`src/rtl/vdp_pkg.sv`:
```
// -----------------------------------------------------------------------------
// vdp_pkg
// Shared definitions for the VDP register-write path: bus widths, the
// reg_write_source encoding, the packed copper write entry and the grant
// encoding used by the arbiter.
// No ports (package).
// -----------------------------------------------------------------------------
package vdp_pkg;

   localparam int VDP_REG_ADDR_W = 6;
   localparam int VDP_REG_DATA_W = 16;

   // reg_write_source encoding
   localparam logic SRC_HOST   = 1'b0;
   localparam logic SRC_COPPER = 1'b1;

   // One queued copper write: address in the upper bits, data in the lower.
   typedef struct packed {
      logic [VDP_REG_ADDR_W-1:0] addr;
      logic [VDP_REG_DATA_W-1:0] data;
   } vdp_reg_write_t;

   // Which requester owns the register-file port in the current cycle.
   typedef enum logic [1:0] {
      GRANT_NONE   = 2'd0,
      GRANT_HOST   = 2'd1,
      GRANT_COPPER = 2'd2
   } grant_e;

endpackage

```
`src/rtl/vdp_reg_write_arbiter_if.sv`:
```
// -----------------------------------------------------------------------------
// vdp_reg_write_arbiter_if
// Bundles the copper request, host request, register-file write and copper
// occupancy signals of the register-write arbiter.
//   master : the requesters / register-file side (drives requests, observes
//            readies, write strobe and level)
//   slave  : the arbiter itself
// Parameter FIFO_DEPTH sizes cop_fifo_level ($clog2(FIFO_DEPTH)+1 bits) and
// must match the arbiter's FIFO_DEPTH.
// -----------------------------------------------------------------------------
interface vdp_reg_write_arbiter_if #(
   parameter int FIFO_DEPTH = 4
);
   import vdp_pkg::*;

   localparam int LEVEL_W = $clog2(FIFO_DEPTH) + 1;

   // copper request channel
   logic [VDP_REG_ADDR_W-1:0] cop_write_address;
   logic [VDP_REG_DATA_W-1:0] cop_write_data;
   logic                      cop_write_en;
   logic                      cop_write_ready;
   // host (CPU) request channel
   logic [VDP_REG_ADDR_W-1:0] host_write_address;
   logic [VDP_REG_DATA_W-1:0] host_write_data;
   logic                      host_write_en;
   logic                      host_write_ready;
   // register-file write port
   logic [VDP_REG_ADDR_W-1:0] reg_write_address;
   logic [VDP_REG_DATA_W-1:0] reg_write_data;
   logic                      reg_write_en;
   logic                      reg_write_source;
   // copper queue occupancy
   logic [LEVEL_W-1:0]        cop_fifo_level;

   modport master (
      output cop_write_address, cop_write_data, cop_write_en,
      input  cop_write_ready,
      output host_write_address, host_write_data, host_write_en,
      input  host_write_ready,
      input  reg_write_address, reg_write_data, reg_write_en, reg_write_source,
      input  cop_fifo_level
   );

   modport slave (
      input  cop_write_address, cop_write_data, cop_write_en,
      output cop_write_ready,
      input  host_write_address, host_write_data, host_write_en,
      output host_write_ready,
      output reg_write_address, reg_write_data, reg_write_en, reg_write_source,
      output cop_fifo_level
   );

endinterface

```
`src/rtl/vdp_reg_write_fifo.sv`:
```
// -----------------------------------------------------------------------------
// vdp_reg_write_fifo
// Small synchronous FIFO holding queued copper register writes.
// The head entry is read combinationally so the arbiter can pop and register
// it in the same cycle.
// Ports:
//   clk, reset          clock, asynchronous active-high reset
//   i_push, i_push_data write an entry (ignored while full)
//   i_pop, o_pop_data   o_pop_data is the head; i_pop removes it (ignored
//                       while empty)
//   o_full, o_empty     occupancy flags
//   o_level             number of stored entries (0..DEPTH)
// DEPTH must be a power of two >= 2 so pointers wrap by natural overflow.
// -----------------------------------------------------------------------------
module vdp_reg_write_fifo #(
   parameter int DEPTH = 4,
   parameter int WIDTH = 22
) (
   input  logic                     clk,
   input  logic                     reset,
   input  logic                     i_push,
   input  logic [WIDTH-1:0]         i_push_data,
   input  logic                     i_pop,
   output logic [WIDTH-1:0]         o_pop_data,
   output logic                     o_full,
   output logic                     o_empty,
   output logic [$clog2(DEPTH):0]   o_level
);

   localparam int PTR_W = $clog2(DEPTH);
   localparam logic [PTR_W:0] FULL_LEVEL = (PTR_W + 1)'(DEPTH);

   logic [WIDTH-1:0] r_mem [DEPTH];
   logic [PTR_W-1:0] r_wr_ptr;
   logic [PTR_W-1:0] r_rd_ptr;
   logic [PTR_W:0]   r_level;
   logic             w_push;
   logic             w_pop;

   assign o_full     = (r_level == FULL_LEVEL);
   assign o_empty    = (r_level == '0);
   assign o_level    = r_level;
   assign o_pop_data = r_mem[r_rd_ptr];

   // A push is refused while full even if a pop happens in the same cycle.
   assign w_push = i_push && !o_full;
   assign w_pop  = i_pop && !o_empty;

   // Storage is not reset; stale entries are unreachable once the pointers
   // and level are cleared.
   always_ff @(posedge clk) begin
      if (w_push) begin
         r_mem[r_wr_ptr] <= i_push_data;
      end
   end

   always_ff @(posedge clk or posedge reset) begin
      if (reset) begin
         r_wr_ptr <= '0;
         r_rd_ptr <= '0;
         r_level  <= '0;
      end else begin
         if (w_push) begin
            r_wr_ptr <= r_wr_ptr + PTR_W'(1);
         end
         if (w_pop) begin
            r_rd_ptr <= r_rd_ptr + PTR_W'(1);
         end
         case ({w_push, w_pop})
            2'b10:   r_level <= r_level + (PTR_W + 1)'(1);
            2'b01:   r_level <= r_level - (PTR_W + 1)'(1);
            default: r_level <= r_level;
         endcase
      end
   end

endmodule

```
`src/rtl/vdp_reg_write_arbiter.sv`:
```
// -----------------------------------------------------------------------------
// vdp_reg_write_arbiter
// Merges copper and host (CPU) register writes onto a single register-file
// write port, one write per cycle. Copper writes are queued and normally win;
// a host that keeps waiting is guaranteed a slot after HOST_STARVE_LIMIT
// consecutive copper grants.
// Ports:
//   clk    sole clock, rising edge
//   reset  asynchronous, active-high
//   bus    vdp_reg_write_arbiter_if.slave: copper request/ready, host
//          request/ready, registered register-file write, copper level
// Build option:
//   VDP_COPPER_WRITE_FIFO_EN defined   : copper queue is a FIFO_DEPTH-entry
//                                        vdp_reg_write_fifo
//   VDP_COPPER_WRITE_FIFO_EN undefined : copper queue is one holding register
// -----------------------------------------------------------------------------
module vdp_reg_write_arbiter
   import vdp_pkg::*;
#(
   parameter int FIFO_DEPTH        = 4,
   parameter int HOST_STARVE_LIMIT = 8
) (
   input  logic                    clk,
   input  logic                    reset,
   vdp_reg_write_arbiter_if.slave  bus
);

   localparam int LEVEL_W  = $clog2(FIFO_DEPTH) + 1;
   localparam int STREAK_W = $clog2(HOST_STARVE_LIMIT + 1);
   localparam logic [STREAK_W-1:0] STREAK_MAX = STREAK_W'(HOST_STARVE_LIMIT);

   // copper queue
   vdp_reg_write_t      w_cop_in;
   vdp_reg_write_t      w_cop_head;
   logic                w_cop_full;
   logic                w_cop_empty;
   logic                w_cop_push;
   logic                w_cop_pop;
   logic [LEVEL_W-1:0]  w_cop_level;

   // arbitration
   grant_e              w_grant;
   logic [STREAK_W-1:0] r_streak;
   logic [STREAK_W-1:0] w_streak_next;

   // registered register-file write
   logic                      r_reg_en;
   logic                      r_reg_src;
   logic [VDP_REG_ADDR_W-1:0] r_reg_addr;
   logic [VDP_REG_DATA_W-1:0] r_reg_data;

   assign w_cop_in        = {bus.cop_write_address, bus.cop_write_data};
   assign bus.cop_write_ready = !reset && !w_cop_full;
   assign w_cop_push      = bus.cop_write_en && bus.cop_write_ready;
   assign w_cop_pop       = (w_grant == GRANT_COPPER);
   assign bus.cop_fifo_level = w_cop_level;

`ifdef VDP_COPPER_WRITE_FIFO_EN
   vdp_reg_write_fifo #(
      .DEPTH (FIFO_DEPTH),
      .WIDTH ($bits(vdp_reg_write_t))
   ) u_cop_fifo (
      .clk         (clk),
      .reset       (reset),
      .i_push      (w_cop_push),
      .i_push_data (w_cop_in),
      .i_pop       (w_cop_pop),
      .o_pop_data  (w_cop_head),
      .o_full      (w_cop_full),
      .o_empty     (w_cop_empty),
      .o_level     (w_cop_level)
   );
`else
   // Single holding register: ready only while empty, so push and pop can
   // never coincide.
   logic           r_hold_valid;
   vdp_reg_write_t r_hold;

   always_ff @(posedge clk or posedge reset) begin
      if (reset) begin
         r_hold_valid <= 1'b0;
         r_hold       <= '0;
      end else begin
         if (w_cop_pop) begin
            r_hold_valid <= 1'b0;
         end
         if (w_cop_push) begin
            r_hold_valid <= 1'b1;
            r_hold       <= w_cop_in;
         end
      end
   end

   assign w_cop_full  = r_hold_valid;
   assign w_cop_empty = !r_hold_valid;
   assign w_cop_head  = r_hold;
   assign w_cop_level = {{(LEVEL_W-1){1'b0}}, r_hold_valid};
`endif

   // Copper wins unless the host has already been passed over
   // HOST_STARVE_LIMIT times in a row.
   always_comb begin
      w_grant = GRANT_NONE;
      if (!reset) begin
         if (!w_cop_empty && ((r_streak < STREAK_MAX) || !bus.host_write_en)) begin
            w_grant = GRANT_COPPER;
         end else if (bus.host_write_en) begin
            w_grant = GRANT_HOST;
         end
      end
   end

   assign bus.host_write_ready = (w_grant == GRANT_HOST);

   // Streak only counts copper grants that made a waiting host wait longer.
   always_comb begin
      w_streak_next = r_streak;
      if (!bus.host_write_en || (w_grant == GRANT_HOST)) begin
         w_streak_next = '0;
      end else if ((w_grant == GRANT_COPPER) && (r_streak != STREAK_MAX)) begin
         w_streak_next = r_streak + STREAK_W'(1);
      end
   end

   always_ff @(posedge clk or posedge reset) begin
      if (reset) begin
         r_streak   <= '0;
         r_reg_en   <= 1'b0;
         r_reg_src  <= SRC_HOST;
         r_reg_addr <= '0;
         r_reg_data <= '0;
      end else begin
         r_streak <= w_streak_next;
         r_reg_en <= (w_grant != GRANT_NONE);
         if (w_grant == GRANT_COPPER) begin
            r_reg_src  <= SRC_COPPER;
            r_reg_addr <= w_cop_head.addr;
            r_reg_data <= w_cop_head.data;
         end else if (w_grant == GRANT_HOST) begin
            r_reg_src  <= SRC_HOST;
            r_reg_addr <= bus.host_write_address;
            r_reg_data <= bus.host_write_data;
         end
      end
   end

   assign bus.reg_write_en      = r_reg_en;
   assign bus.reg_write_source  = r_reg_src;
   assign bus.reg_write_address = r_reg_addr;
   assign bus.reg_write_data    = r_reg_data;

endmodule

```
`src/flat_wrapper.sv`:
```
// flat-port wrapper written by rule: the top's interface ports become plain ports
module vdp_reg_write_arbiter_flat import vdp_pkg::*;
#(
   parameter int FIFO_DEPTH        = 4,
   parameter int HOST_STARVE_LIMIT = 8
)
  (clk, reset, bus_cop_write_address, bus_cop_write_data, bus_cop_write_en, bus_cop_write_ready, bus_host_write_address, bus_host_write_data, bus_host_write_en, bus_host_write_ready, bus_reg_write_address, bus_reg_write_data, bus_reg_write_en, bus_reg_write_source, bus_cop_fifo_level);
  vdp_reg_write_arbiter_if #(.FIFO_DEPTH(FIFO_DEPTH)) bus_i ();
  input  logic clk;
  input  logic reset;
  input wire logic [$bits(bus_i.cop_write_address)-1:0] bus_cop_write_address;
  input wire logic [$bits(bus_i.cop_write_data)-1:0] bus_cop_write_data;
  input wire logic [$bits(bus_i.cop_write_en)-1:0] bus_cop_write_en;
  output wire logic [$bits(bus_i.cop_write_ready)-1:0] bus_cop_write_ready;
  input wire logic [$bits(bus_i.host_write_address)-1:0] bus_host_write_address;
  input wire logic [$bits(bus_i.host_write_data)-1:0] bus_host_write_data;
  input wire logic [$bits(bus_i.host_write_en)-1:0] bus_host_write_en;
  output wire logic [$bits(bus_i.host_write_ready)-1:0] bus_host_write_ready;
  output wire logic [$bits(bus_i.reg_write_address)-1:0] bus_reg_write_address;
  output wire logic [$bits(bus_i.reg_write_data)-1:0] bus_reg_write_data;
  output wire logic [$bits(bus_i.reg_write_en)-1:0] bus_reg_write_en;
  output wire logic [$bits(bus_i.reg_write_source)-1:0] bus_reg_write_source;
  output wire logic [$bits(bus_i.cop_fifo_level)-1:0] bus_cop_fifo_level;
  assign bus_i.cop_write_address = bus_cop_write_address;
  assign bus_i.cop_write_data = bus_cop_write_data;
  assign bus_i.cop_write_en = bus_cop_write_en;
  assign bus_cop_write_ready = bus_i.cop_write_ready;
  assign bus_i.host_write_address = bus_host_write_address;
  assign bus_i.host_write_data = bus_host_write_data;
  assign bus_i.host_write_en = bus_host_write_en;
  assign bus_host_write_ready = bus_i.host_write_ready;
  assign bus_reg_write_address = bus_i.reg_write_address;
  assign bus_reg_write_data = bus_i.reg_write_data;
  assign bus_reg_write_en = bus_i.reg_write_en;
  assign bus_reg_write_source = bus_i.reg_write_source;
  assign bus_cop_fifo_level = bus_i.cop_fifo_level;
  vdp_reg_write_arbiter #(.FIFO_DEPTH(FIFO_DEPTH), .HOST_STARVE_LIMIT(HOST_STARVE_LIMIT)) u_core (.clk(clk), .reset(reset), .bus(bus_i));
endmodule
```
`config.mk`:
```
export PLATFORM = sky130hd
export DESIGN_NAME = vdp_reg_write_arbiter_flat
export DESIGN_NICKNAME = d
export VERILOG_FILES = /design/src/rtl/vdp_pkg.sv /design/src/rtl/vdp_reg_write_arbiter_if.sv /design/src/rtl/vdp_reg_write_fifo.sv /design/src/rtl/vdp_reg_write_arbiter.sv /design/src/flat_wrapper.sv
export SDC_FILE = /design/constraint.sdc
export NUM_CORES = 1
export LEC_CHECK = 0
export ABC_AREA = 1
export CORE_AREA = 5 5 74 76
export CTS_CLUSTER_DIAMETER = 30
export DETAILED_ROUTE_END_ITERATION = 7
export DIE_AREA = 0 0 79 81
export DONT_BUFFER_PORTS = 1
export HOLD_SLACK_MARGIN = 0.06
export PLACE_DENSITY = 0.62
export SYNTH_ARGS = -nofsm -noshare
export SYNTH_HDL_FRONTEND = slang
export SYNTH_SLANG_ARGS = --single-unit
export TNS_END_PERCENT = 5
```
`constraint.sdc`:
```
create_clock -name clk -period 3.9 [get_ports clk]
set_input_delay 0.39 -clock clk [delete_from_list [all_inputs] [get_ports clk]]
set_output_delay 0.39 -clock clk [all_outputs]
set_load 0.1 [all_outputs]
```
=== After elaboration in Yosys (flattened, before gate mapping) ===
Cells that the tools add are included.

* Reduce and logical (&&, ||, !) cells: 13
* Eq/ne operators: 3
* $lt $le $gt $ge: 1
* Add/sub/neg operators: 1
* Mux-type cells: 13

{| class="wikitable"
|+ Operators by type and width
! operator !! count
|-
| $mux W16 || 2
|-
| $mux W6 || 2
|-
| $mux W4 || 2
|-
| $reduce_bool A2 Y1 || 4
|-
| $mux W1 || 5
|-
| $add A4 B1 Y4 const B || 1
|-
| $logic_and A1 B1 Y1 || 4
|-
| $lt A4 B4 Y1 const B || 1
|-
| $mux W2 || 2
|-
| $ne A4 B4 Y1 const B || 1
|-
| $logic_not A1 Y1 || 3
|-
| $eq A2 B1 Y1 const B || 1
|-
| $eq A2 B2 Y1 const B || 1
|-
| $logic_or A1 B1 Y1 || 2
|}

* Logic and storage cells: 39
* Input bits: 48
* Bits in registers: 51
* Output and inout port bits: 29

=== Longest topological paths before layout ===
Gate-level depths: netlist (run 1).

* Word-level depth: 9
* Depth in mapped cells: 11
* Gate-level depth less buffers: 11

=== Worst setup path before layout (run 1) ===
OpenSTA, ideal clock, no wires.

* Path kind: flip-flop to flip-flop
* Start point: register u_core.r_hold_valid
* End point: register u_core.r_streak[0]
* Arrival time: 2.004 ns
* Slack: 1.777 ns
* Path buffers: 0
* Clock period less this slack: 2.123 ns
* Stages on the path, launching flop included: 10
* Required time: 3.781 ns
* Setup time: 0.119 ns
* Path through: dfrtp_1 > inv_1 > a21oi_1 > nor3_1 > ha_1 > nor2_2 > nand2_1 > inv_2 > nand2_1 > nand2_1

* Longest elaborated chain between the ends: 6
* Elaborated cells on any way between the ends: 9
* Classes of those cells: eq/ne (2); mux (3); reduce/logical (4)

{| class="wikitable"
|+ Ends and longest elaborated chain
! item !! line !! RTL
|-
| start, declared || vdp_reg_write_arbiter.sv:76 || <nowiki>logic r_hold_valid;</nowiki>
|-
| start signal, assigned || vdp_reg_write_arbiter.sv:81 || <nowiki>r_hold_valid <= 1'b0;</nowiki>
|-
| start signal, assigned || vdp_reg_write_arbiter.sv:85 || <nowiki>r_hold_valid <= 1'b0;</nowiki>
|-
| start signal, assigned || vdp_reg_write_arbiter.sv:88 || <nowiki>r_hold_valid <= 1'b1;</nowiki>
|-
| $logic_and A1 B1 Y1 * || vdp_reg_write_arbiter.sv:105 || <nowiki>if (!w_cop_empty && ((r_streak < STREAK_MAX) || !bus.host_write_en)) begin</nowiki>
|-
| $mux W2 * || vdp_reg_write_arbiter.sv:105 ||
|-
| $mux W2 * || vdp_reg_write_arbiter.sv:104 || <nowiki>if (!reset) begin</nowiki>
|-
| $eq A2 B1 Y1 * || - ||
|-
| named net bus_host_write_ready || flat_wrapper.sv:18 || <nowiki>output wire logic [$bits(bus_i.host_write_ready)-1:0] bus_host_write_ready;</nowiki>
|-
| $logic_or A1 B1 Y1 * || vdp_reg_write_arbiter.sv:118 || <nowiki>if (!bus.host_write_en || (w_grant == GRANT_HOST)) begin</nowiki>
|-
| $mux W4 or $reduce_bool A2 Y1 (tied branches) || - ||
|-
| end signal, assigned || vdp_reg_write_arbiter.sv:133 || <nowiki>r_streak <= w_streak_next;</nowiki>
|-
| end, declared || vdp_reg_write_arbiter.sv:43 || <nowiki>logic [STREAK_W-1:0] r_streak;</nowiki>
|}

Mark *: on every way through the listed nets, which the timed path passes. The rest lies on a longest branch.
A chain may end at the register's enable or synchronous reset.

=== Worst setup path in the final report (run 1) ===
Ends and elaborated chain as after synthesis.

==> metrics.txt, run 1 <==
pre-CTS WS between 0.9 and 1 ns; starting density of the core 50.3%; HPWL Detailed 3.77 mm; unrepaired setup endpoints after global routing false; layout cells sized above 1 6.34%; FF+latch count, synth between 50 and 60; Rel. slew slack 29.3%; final setup fails 0; library cells used by synthesis 20; first-pass GRT wire length 8.28 mm; Pins Over Slew Limit 0; largest family of logic cells by synthesized area simple AND/OR/NAND/NOR gates; Clock Sinks 51; outcome finished clean; Final WS setup between 0.8 and 0.9 ns; Area after DPL 0.00230 mm2; commonest non-fill, non-tap cell in the layout nand2_1; fillcell total 459; fmax 0.333 GHz; total global-route track usage 16.9%; site row count 25; I/O Buffers 0; Synth Area in Compound Gates under 10%; Ant. Diodes 0; Tcrit/Tclk final 77.0%; io pins 77; reg2reg end u_core.r_streak[0]; Die Area 0.00640 mm2; CTS tree yes; synthesis-to-layout area growth 2.35%; startpoint type of the worst setup path flop; core box area 0.00466 mm2; synth warn 0; remaining antenna violation count 0; CTS H-Tree Depth 2; DRC viols 0; maxcap violations 0; post-synthesis mux area share 0%; global placement routability congestion around 0.75; Critical Path End Type flop; sequential fraction of the synthesis area 54.4%; final hold vios 0; TritonRoute pass-1 iters 4; CP Max Fanout 5; Mapped Area 0.00235 mm2; CTS clk-pin slew, worst paths ~0.09 ns; drt wl/cell 16.1 um; Hold Path Class in2async; FF-to-FF Start u_core.r_hold_valid; drt via density 5.19; R2R Setup Slk between 0.8 and 0.9 ns; Syn Inst Count 274; commonest non-fill, non-tap cells in the layout nand2_1 (100), dfrtp_1 (51), nand3_1 (27); Iter 0 DRT Violations 107; root buffer cell clkbuf_8; Simple-Gate Fraction of Synth Area 27.4%; worst-margin pin slew 1.06 ns; Clock Tree Buf Depth 2; syn avg cell area about 8.6 um2; Tmin final 3.00 ns; critical path type reg2reg; via count 1672; Horiz. Die Dim 79 um; clock latency on the worst-skew pair 0.29 ns; Synth Area in Adders 2.67%; Hold Buf Count CTS 0; xor/xnor share of the synthesized area 0.373%; Final Skew approximately 0.0034 ns; critical path data arrival time 3.24 ns; Final #Nets 320; CTS Buf Count 5; die height 81 um; worst path required time 4.14 ns; Worst R2R Path Depth 12; total grt overflow 0; largest net degree at the start of global routing 52; post-route cell area ~0.0024 mm2; initial antenna violation count 0; routed wire length 5.19 mm; Setup TNS Final 0 ns; setup repair bufs after CTS 0; vias in the first global route 1632; Gates resized, CTS repair 0
[metal layers]
layer	part of all wire [%]	up-vias	GRT usage [%]
met3	7.9	7	5.88
met2	43	49	24.1
met4	1.3	0	5.67
met1	48	755	23.9
li1	-	861	-
met5	0	-	0
[cell usage after synthesis]
cell type | instances | share of area (%)
a21oi_1 | 2 | 0.43
a31oi_1 | 22 | 5.9
buf_2 | 6 | 1.3
buf_4 | 8 | 2.6
buf_6 | 5 | 2.4
conb_1 | 1 | 0.16
dfrtp_1 | 51 | 54
ha_1 | 5 | 2.7
inv_1 | 12 | 1.9
inv_2 | 2 | 0.32
nand2_1 | 100 | 16
nand2_2 | 1 | 0.27
nand3_1 | 27 | 5.8
nand4_1 | 1 | 0.27
nor2_1 | 26 | 4.2
nor2_2 | 1 | 0.27
nor2_4 | 1 | 0.48
nor3_1 | 1 | 0.21
o21ai_0 | 1 | 0.21
xor2_1 | 1 | 0.37
[state kept, by name, summed over array words and instances (netlist names)]
register                      count
u_core.bus.reg_write_data        16
u_core.r_streak                   4
u_core.r_hold_valid               1
u_core.bus.reg_write_address      6
u_core.bus.reg_write_source       1
u_core.bus.reg_write_en           1
u_core.r_hold                    22
[cell families (layout without fill, tap and decap cells)]
family,Yosys count,count (layout)
and+or+nand+nor,158,158
DFF,51,51
buffers and inverters,33,26
AOI/OAI and AO/OA,25,25
adders and majority gates,5,5
other,1,2
xor gates and xnor gates,1,1
[final cells by class]
type	count	area (um2)	share of cell area, %
sequential	51	1280	53.2
timing repair buffer	4	30.0	1.25
clock buffer	8	100	4.17
inverter	14	52.6	2.19
multi-input combinational	191	875	36.4
tap	54	67.6	2.81
[metrics by stage]
stage | util, % | hold WS, ns | std cells
floorplan | - | 0.442 | 275
global placement | 49.4 | 0.455 | 314
detailed placement | 49.4 | 0.459 | 314
CTS | 51.5 | 0.221 | 322
global route | 51.5 | 0.216 | 322
finish | 51.5 | 0.230 | 322
[how the worst max path moves through the flow]
stage	start	endpoint	slack, ns	depth (start not counted)
floorplan	u_core.r_hold_valid	u_core.r_streak[0]	1.78	9
global placement	u_core.r_hold_valid	u_core.r_streak[1]	0.99	11
detailed placement	u_core.r_hold_valid	u_core.r_streak[0]	0.91	12
CTS	u_core.r_hold_valid	u_core.r_streak[0]	0.88	12
global route	u_core.r_hold_valid	u_core.r_streak[1]	0.71	12
finish	u_core.r_hold_valid	u_core.r_streak[0]	0.90	12
[worst max-delay path, cell delays in order (launching register included)]
cell and delay (ns):
dfrtp_1 0.94, buf_4 0.25, inv_1 0.05, a21oi_1 0.16, inv_1 0.06, nor2_1 0.13
inv_1 0.08, ha_1 0.56, nor2_2 0.36, nand2_1 0.16, inv_2 0.09, nand2_1 0.05
nand2_1 0.06
Power of run 1 is left out: the tool's default activity adds up to more than one toggle a clock period on the data nets, which glitch-free logic cannot reach.
==> run 2, diff against run 1 <==
- clock period: 3.9 -> 2.95 ns (I/O delays scaled with it)
==> metrics.txt, run 2 (same netlist as run 1, synthesis figures left out) <==
fillcell total 463 (+0.87%); GR peak layer met2; Rel. slew slack 30.6% (+1.2 points); Clock Tree Buf Depth 2 (unchanged); largest net degree at the start of global routing 52 (unchanged); remaining antenna violation count 0 (unchanged); die height 81 um (unchanged); worst path required time 2.65 ns (-1.49 ns); worst-margin pin slew 1.04 ns (-0.0186 ns); met2 Use GR 25.6% (+1.5 points); Worst path top cell family by delay flip-flops; Slowest cell on crit path dfrtp_1; HPWL Detailed 3.92 mm (+4.0%); critical path type reg2out; Final #Nets 323 (+0.94%); initial antenna violation count 0 (unchanged); io pins 77 (unchanged); Iter 0 DRT Violations 183 (+71%); FF-to-FF Start u_core.r_hold_valid; TritonRoute pass-1 iters 4 (unchanged); critical path data arrival time 2.29 ns (-0.95 ns); Hold Path Class in2async; CP Max Fanout 3 (-2); GR Util met1 24.9% (+1.0 points); Final Skew 0.00556 ns (+0.00213 ns); Horiz. Die Dim 79 um (unchanged); clock latency on the worst-skew pair 0.30 ns (about the same); CTS clk-pin slew, worst paths 0.09 ns (about the same); total global-route track usage 17.8% (+0.94 points); maxcap violations 0 (unchanged); reg2reg end u_core.bus.reg_write_address[0]; routed wire length 5.41 mm (+4.3%); global placement routability congestion 0.751 (-0.46%); layout cells sized above 1 7.41% (+1.1 points); slowest stage delay, CP 0.96 ns (+0.02 ns); DRC viols 0 (unchanged); startpoint type of the worst setup path flop; Die Area 0.00640 mm2 (unchanged); crit-path most repeated cell inv_1; Hold Buf Count CTS 0 (unchanged); total grt overflow 0 (unchanged); first-pass GRT wire length 8.71 mm (+5.2%); drt via density 5.28 (+1.7%); CTS tree yes; commonest non-fill, non-tap cell in the layout nand2_1; Ant. Diodes 0 (unchanged); drt wl/cell 16.7 um (+3.6%); I/O Buffers 0 (unchanged); final hold vios 0 (unchanged); critical path buffer and inverter count 4 (-1); via count 1711 (+2.3%); synthesis-to-layout area growth 2.77%; Critical Path End Type primary output; Pins Over Slew Limit 0 (unchanged); core box area 0.00466 mm2 (unchanged); CTS H-Tree Depth 2 (unchanged); Gates resized, CTS repair 0 (unchanged); unrepaired setup endpoints after global routing false; Setup TNS Final 0 ns (unchanged); max reg flops 22 (unchanged); CTS Buf Count 5 (unchanged); GR Util met3 6.43% (+0.55 points); Clock Sinks 51 (unchanged); worst path cell trace inv_1 -> a21oi_1 -> inv_1 -> nor2_1 -> inv_1 -> ha_1 -> buf_4; vias in the first global route 1730 (+6.0%); root buffer cell clkbuf_8; Biggest register u_core.r_hold; commonest non-fill, non-tap cells in the layout nand2_1 (100), dfrtp_1 (51), nand3_1 (27); Tmin final 2.58 ns; Worst R2R Path Depth 9 (-3); final setup fails 0 (unchanged); fmax 0.387 GHz; Tcrit/Tclk final 87.5%; outcome finished clean; R2R Setup Slk 0.50 ns (-0.40 ns); setup repair bufs after CTS 0 (unchanged); site row count 25 (unchanged); Layout Utilization 51.7% (+0.21 points); starting density of the core 50.3% (unchanged)
==> run 2: cell types whose count changed in the layout (fill, tap and decap cells not counted) <==
cell / change
clkinv_2: +1
buf_4: +3
clkbuf_8: -1
clkbuf_1: -1
==> run 2: layout make-up <==
class	count	area, um2	area share [%]
clock buffer	6	82.6	3.43
clock inverter	1	5.00	0.208
inverter	14	52.6	2.18
multi-input combinational	191	875	36.3
sequential	51	1280	52.9
tap	54	67.6	2.80
timing repair buffer	7	52.6	2.18
==> run 2: how the worst max path moves through the flow <==
| stage | start | to | slack, ns | cells past startpoint |
|---|---|---|---|---|
| after CTS | u_core.r_hold_valid | bus_host_write_ready | 0.35 | 7 |
| after detailed placement | u_core.r_hold_valid | u_core.bus.reg_write_address[1] | 0.52 | 9 |
| after global routing | u_core.r_hold_valid | bus_host_write_ready | 0.25 | 7 |
| after global placement | u_core.r_hold_valid | u_core.bus.reg_write_data[1] | 0.59 | 9 |
| after floorplan | u_core.r_hold_valid | u_core.r_streak[0] | 0.83 | 9 |
| final | u_core.r_hold_valid | bus_host_write_ready | 0.37 | 7 |
==> run 2: worst register-to-register path, stage by stage (launching register included) <==
cell     delay [ns]
dfrtp_1        0.96
inv_1          0.13
a21oi_1        0.19
inv_1          0.06
nor2_1         0.12
inv_1          0.08
ha_1           0.29
buf_4          0.26
nor2_1         0.09
a31oi_1        0.19
==> run 2: routing by layer <==
metal	wire (um)	vias up	part of all wire, %
li1	-	864	-
met5	0	-	0
met2	2340	52	43
met4	74	0	1.4
met3	485	8	9.0
met1	2510	787	46
==> run 2: per-stage QoR <==
| stage | std cells | setup slack (ns) | area, um2 | hold WS (ns) |
|---|---|---|---|---|
| after global routing | 324 | 0.251 | 2410 | 0.111 |
| after global placement | 317 | 0.588 | 2320 | 0.443 |
| after CTS | 324 | 0.353 | 2410 | 0.121 |
| final | 324 | 0.368 | 2410 | 0.119 |
| after floorplan | 275 | 0.827 | 2350 | 0.439 |
| after detailed placement | 317 | 0.516 | 2320 | 0.445 |
Power of run 2 is left out for the same reason.
